===== src/rtl/rv32i_types.sv =====
// Shared types for the rv32i memory stage: scheduler state encoding and
// starvation defaults used by dmem_sched and its helpers.
package rv32i_types;

  localparam int STARVE_LIMIT_DEFAULT = 4;

  typedef enum logic [1:0] {
    IDLE     = 2'd0,
    LD_WAIT  = 2'd1,
    ST_WAIT  = 2'd2,
    LD_DRAIN = 2'd3
  } dmem_state_e;

  // Width needed to hold a count from 0 up to and including limit.
  function automatic int ctr_width(input int limit);
    return (limit < 1) ? 1 : $clog2(limit + 1);
  endfunction

endpackage


===== src/rtl/dmem_starve_ctr.sv =====
// Counts store grants issued while a load is waiting; sat tells the
// scheduler that the waiting load must be issued next.
module dmem_starve_ctr
  import rv32i_types::*;
#(
  parameter int STARVE_LIMIT = STARVE_LIMIT_DEFAULT
) (
  input  logic clk,
  input  logic rst,
  input  logic inc,
  input  logic clr,
  output logic sat
);

  localparam int CW = ctr_width(STARVE_LIMIT);
  localparam logic [CW-1:0] LIMIT = CW'(STARVE_LIMIT);

  logic [CW-1:0] count;

  // Clear wins over increment; increment sticks at the limit.
  always_ff @(posedge clk or negedge rst) begin
    if (!rst) begin
      count <= '0;
    end else if (clr) begin
      count <= '0;
    end else if (inc && (count != LIMIT)) begin
      count <= count + 1'b1;
    end
  end

  assign sat = (count == LIMIT);

endmodule


===== src/rtl/dmem_sched.sv =====
// Data-memory scheduler: arbitrates the load RS against the committed store
// buffer, keeping a single dmem access outstanding at a time.
module dmem_sched
  import rv32i_types::*;
#(
  parameter int LOAD_RS_DEPTH = 3,
  parameter int STARVE_LIMIT  = STARVE_LIMIT_DEFAULT
) (
  input  logic                     clk,
  input  logic                     rst,
  input  logic                     flush,
  input  logic                     ld_req,
  input  logic [LOAD_RS_DEPTH-1:0] ld_idx,
  input  logic [31:0]              ld_addr,
  input  logic [3:0]               ld_rmask,
  input  logic                     st_req,
  input  logic [31:0]              st_addr,
  input  logic [3:0]               st_wmask,
  input  logic [31:0]              st_wdata,
  output logic                     ld_grant,
  output logic                     st_grant,
  output logic [31:0]              dmem_addr,
  output logic [3:0]               dmem_rmask,
  output logic [3:0]               dmem_wmask,
  output logic [31:0]              dmem_wdata,
  input  logic [31:0]              dmem_rdata,
  input  logic                     dmem_resp,
  output logic                     ld_done,
  output logic [LOAD_RS_DEPTH-1:0] ld_done_idx,
  output logic [31:0]              ld_rdata,
  output logic                     st_pop,
  output logic                     busy
);

  dmem_state_e state;
  dmem_state_e state_next;

  logic                     starve_sat;
  logic                     ld_go;
  logic                     st_go;
  logic                     starve_inc;
  logic                     starve_clr;
  logic [31:0]              lat_addr;
  logic [31:0]              lat_wdata;
  logic [3:0]               lat_rmask;
  logic [3:0]               lat_wmask;
  logic [LOAD_RS_DEPTH-1:0] lat_idx;

  // A load wins when no store competes or the store stream has starved it.
  assign ld_go = (state == IDLE) && ld_req && !flush && (!st_req || starve_sat);
  assign st_go = (state == IDLE) && st_req && !ld_go;

  assign starve_inc = st_go && ld_req;
  assign starve_clr = ld_go || ((state == IDLE) && !ld_req);

  dmem_starve_ctr #(
    .STARVE_LIMIT(STARVE_LIMIT)
  ) u_starve_ctr (
    .clk(clk),
    .rst(rst),
    .inc(starve_inc),
    .clr(starve_clr),
    .sat(starve_sat)
  );

  always_ff @(posedge clk or negedge rst) begin
    if (!rst) begin
      state <= IDLE;
    end else begin
      state <= state_next;
    end
  end

  always_comb begin
    state_next = state;
    case (state)
      IDLE: begin
        if (ld_go) begin
          state_next = LD_WAIT;
        end else if (st_go) begin
          state_next = ST_WAIT;
        end
      end
      LD_WAIT: begin
        if (dmem_resp) begin
          state_next = IDLE;
        end else if (flush) begin
          state_next = LD_DRAIN;
        end
      end
      LD_DRAIN: begin
        if (dmem_resp) begin
          state_next = IDLE;
        end
      end
      ST_WAIT: begin
        if (dmem_resp) begin
          state_next = IDLE;
        end
      end
      default: state_next = IDLE;
    endcase
  end

  // Request latches; the unused half of each access is zeroed so the
  // dmem bus never carries stale data from the previous access type.
  always_ff @(posedge clk or negedge rst) begin
    if (!rst) begin
      lat_addr  <= '0;
      lat_wdata <= '0;
      lat_rmask <= '0;
      lat_wmask <= '0;
      lat_idx   <= '0;
    end else if (ld_go) begin
      lat_addr  <= ld_addr;
      lat_rmask <= ld_rmask;
      lat_idx   <= ld_idx;
      lat_wmask <= '0;
      lat_wdata <= '0;
    end else if (st_go) begin
      lat_addr  <= st_addr;
      lat_wmask <= st_wmask;
      lat_wdata <= st_wdata;
      lat_rmask <= '0;
    end
  end

  // Outputs are forced low while reset is held, including the grants that
  // would otherwise follow the request inputs combinationally.
  always_comb begin
    ld_grant    = 1'b0;
    st_grant    = 1'b0;
    dmem_addr   = '0;
    dmem_rmask  = '0;
    dmem_wmask  = '0;
    dmem_wdata  = '0;
    ld_done     = 1'b0;
    ld_done_idx = '0;
    ld_rdata    = '0;
    st_pop      = 1'b0;
    busy        = 1'b0;
    if (rst) begin
      busy = (state != IDLE);
      case (state)
        IDLE: begin
          ld_grant = ld_go;
          st_grant = st_go;
        end
        LD_WAIT: begin
          dmem_addr  = lat_addr;
          dmem_rmask = lat_rmask;
          if (dmem_resp && !flush) begin
            ld_done     = 1'b1;
            ld_done_idx = lat_idx;
            ld_rdata    = dmem_rdata;
          end
        end
        LD_DRAIN: begin
          dmem_addr  = lat_addr;
          dmem_rmask = lat_rmask;
        end
        ST_WAIT: begin
          dmem_addr  = lat_addr;
          dmem_wmask = lat_wmask;
          dmem_wdata = lat_wdata;
          st_pop     = dmem_resp;
        end
        default: ;
      endcase
    end
  end

endmodule


===== config.mk =====
export PLATFORM = sky130hd
export DESIGN_NAME = dmem_sched
export DESIGN_NICKNAME = d
export VERILOG_FILES = /design/src/rtl/rv32i_types.sv /design/src/rtl/dmem_starve_ctr.sv /design/src/rtl/dmem_sched.sv
export SDC_FILE = /design/constraint.sdc
export NUM_CORES = 1
export LEC_CHECK = 0
export CORE_MARGIN = 2
export CORE_UTILIZATION = 41
export DETAILED_ROUTE_END_ITERATION = 8
export GPL_ROUTABILITY_DRIVEN = 0
export HOLD_SLACK_MARGIN = 0.12
export PLACE_DENSITY = 0.89
export SLEW_MARGIN = 40
export SYNTH_ARGS = -nofsm -noshare
export SYNTH_HDL_FRONTEND = slang
export SYNTH_SLANG_ARGS = --single-unit

===== constraint.sdc =====
create_clock -name clk -period 4.62 [get_ports clk]
set_input_delay 1.386 -clock clk [delete_from_list [all_inputs] [get_ports clk]]
set_output_delay 1.386 -clock clk [all_outputs]
set_load 0.1 [all_outputs]

==> impl_results.md <==
* Path category of the worst min-delay check: reg -> reg
* Number of setup buffers added after CTS at 0
* Internal Dissipation at 2070 µW
* Share of synthesized flip-flops with an asynchronous set or reset at 1.000
* Antenna violations before repair at 0
* Worst hold slack after final layout at 0.4960 ns
* CTS-repair resized insts at 0
* #FFs+latches synth at 80
* Share of Yosys cell area claimed by the top area cell type at 0.4717
* Die Height at 105.7 µm
* Max-cap violation count at 0
* Fraction of final layout cells with drive strength greater than 1 at 0.2204
* Largest area contributor in the synthesized netlist: dfrtp_1
* Remaining number of nets flagged by the antenna check after routing at 0
* Worst Path Arrival at 3.07 ns
* Nature of the critical path startpoint: input port
* Die width at 105.7 µm
* Final slew viol count at 0
* Leading cell types by total area after synthesis: dfrtp_1 (47%), and2_1 (15%), a22o_1 (8.3%), a221oi_1 (6.6%), inv_1 (6.1%)
* Sw Pwr at 1752 µW
* Clock edge transition at the registers on the reported setup and hold paths at 0.08 ns
* Number of diodes at 0
* Drt via density at 5.158
* Highest clock frequency the design can meet at 224.2 MHz
* Leftover overflow at the end of global routing at 0
* Total clock buffers created by CTS at 9
* Area after detailed placement at 7943 µm²
* Synth Area per Inst at 9.916 µm²
* Outcome: completed
* Final worst-path cycle share at 0.9652
* Wire length of the first global-routing pass at 23550 µm
* IO Count at 257
* Number of buffers inserted by port buffering at 256
* Standard-cell rows at 37
* Number of nets produced by synthesis at 575
* Final-report setup violation count at 0
* Power share of the sequential group at 0.294
* Final WL at 15020 µm
* Number of sinks handled by clock tree synthesis at 80
* Pre-Repair DR Iteration Count at 5
* Number of DRC markers after the initial detailed-route iteration at 248
* Buffer levels on the longest clock path at 2
* Switching share of power at 0.4584
* Total Power at 3823 µW
* Leakage power figure at 0.003694 µW
* Drt wl/cell at 18.49 µm
* Critical path endpoint category: output pin
* Signed area change from the synthesized netlist to the final layout at 91.98%
* Minimum clock period at 4.459 ns
* Maximum number of pins on one net before global-route repair at 69
* Accumulated negative setup slack at 0 ns
* Level count of the clock H-tree at 3
* HPWL after DPL at 11410 µm
* Post-synth top cells: and2_1 (105), dfrtp_1 (80), inv_1 (69)
* Number of nets in the final layout at 818
* Synth unique cells at 33
* Number of remaining DRC errors at 0
* Final clock skew at 0.01172 ns
* Via count at 4188
* Critical setup path kind: in -> out
* Maximum resistive drop on vdd at 0.2812 mV
* Headroom to the max-slew limit at 0.4849
* Vias in the first global route at 4573
* Number of synthesized flops with an enable pin at 0
* Die Area at 11180 µm²
* TritonCTS clock tree: done
* Clock share of power at 0.139
* Starting Density at 0.4167
* Tightest Pin Transition at 0.7710 ns
* Combinational group share of total power at 0.567
* Number of hold-repair buffers added at the cts stage at 0
* Synth warnings at 0
* Endpoint required time on the critical path at 3.23 ns
* Setup repair after global routing missed its margin: false
* CTS Root Buffer Type: clkbuf_8
* Cell count after synthesis at 428
* Part of the Yosys area used for sequential elements at 0.4717
* Cell area after layout at 8148 µm²
* Power Density at 469.2 nW/µm²
* Clock insertion delay at the later pin of the skew report at 0.34 ns
* Total routing resource utilization after global routing at 0.2677
* Count leader, synth: and2_1
* Maximum fanout along the worst path at 36
* Core Region at 10180 µm²
* Fin. Hold Viols at 0
* Synthesized area at 4244 µm²
* Most frequently used flop master after synthesis: dfrtp_1
-- power by group through the flow --
stage	Sequential [µW]	Clock, µW	Combinational [µW]
floorplan	1070	0	1400
global placement	1110	0	2130
detailed placement	1130	0	2170
CTS	1120	542	2180
global route	1160	577	2260
finish	1130	530	2170
-- worst paths after layout --
path / startpoint / to / slack [ns] / depth (start not counted)
min in group asynchronous: rst / u_starve_ctr.count[1] / 0.88 / 1
min: lat_wdata[3] / lat_wdata[3] / 0.50 / 1
max in group asynchronous: rst / lat_wdata[6] / 2.88 / 2
max: flush / ld_rdata[16] / 0.16 / 5
max reg2reg: state[0] / lat_addr[7] / 2.21 / 4
min reg2reg: lat_wdata[3] / lat_wdata[3] / 0.50 / 1
-- registers in the layout, indices dropped and copies added, names as in the netlist --
signal,count
u_starve_ctr.count,3
lat_idx,3
lat_rmask,4
lat_wmask,4
lat_wdata,32
state,2
lat_addr,32
-- layer usage --
layer,routed length (µm),part of all wire,global-route usage
met5,0,0,0
met4,397,0.026,0.08647
met3,1025,0.068,0.06803
met2,8397,0.56,0.5088
met1,5196,0.35,0.2870
-- through the flow --
stage	utilization	instances	setup slack, ns
global route	0.8000	812	0.07852
detailed placement	0.7799	796	0.1420
floorplan	-	428	0.09522
global placement	0.7799	796	0.3154
finish	0.8000	812	0.1606
CTS	0.8000	812	0.1420
-- cells in the final DEF (no fill, tap or decap), types with 2 or more instances in the layout --
master,n
and3_1,6
a22o_1,40
dfrtp_1,80
nand2_1,2
mux2_4,3
buf_12,108
nor2b_1,2
inv_6,2
and2_1,105
a21oi_4,2
buf_4,15
a221oi_1,32
o22ai_1,3
nor4b_4,2
ha_1,2
inv_1,69
nor3_1,32
mux2i_1,2
clkbuf_8,10
clkdlybuf4s50_1,143
-- worst max-delay path, stage by stage --
cell	delay, ns
clkdlybuf4s50_1	0.60
nor4b_4	0.36
buf_4	0.30
and2_1	0.23
buf_12	0.19
-- cell families (layout without fill, tap and decap cells) --
kind of cell               after synthesis  in the layout  share of synthesized area
AOI/OAI and AO/OA                       83             83                     0.1692
adders and majority gates                2              2                   0.005895
buffers and inverters                  103            351                     0.1073
DFF                                     80             80                     0.4717
muxes                                    5              5                    0.01533
and+or+nand+nor                        155            155                     0.2305
-- area by class of cell --
| cell class | count | area [µm²] |
|---|---|---|
| clock buffers | 11 | 141.4 |
| repair buffers | 266 | 3706 |
| inverters | 69 | 259.0 |
| fillers | 596 | 2037 |
| well taps | 136 | 170.2 |
| clock inverters | 5 | 63.81 |
| flip-flops and latches | 80 | 2002 |
| multi-input cells | 245 | 1805 |
No activity file was read; power rests on OpenSTA's default activity.
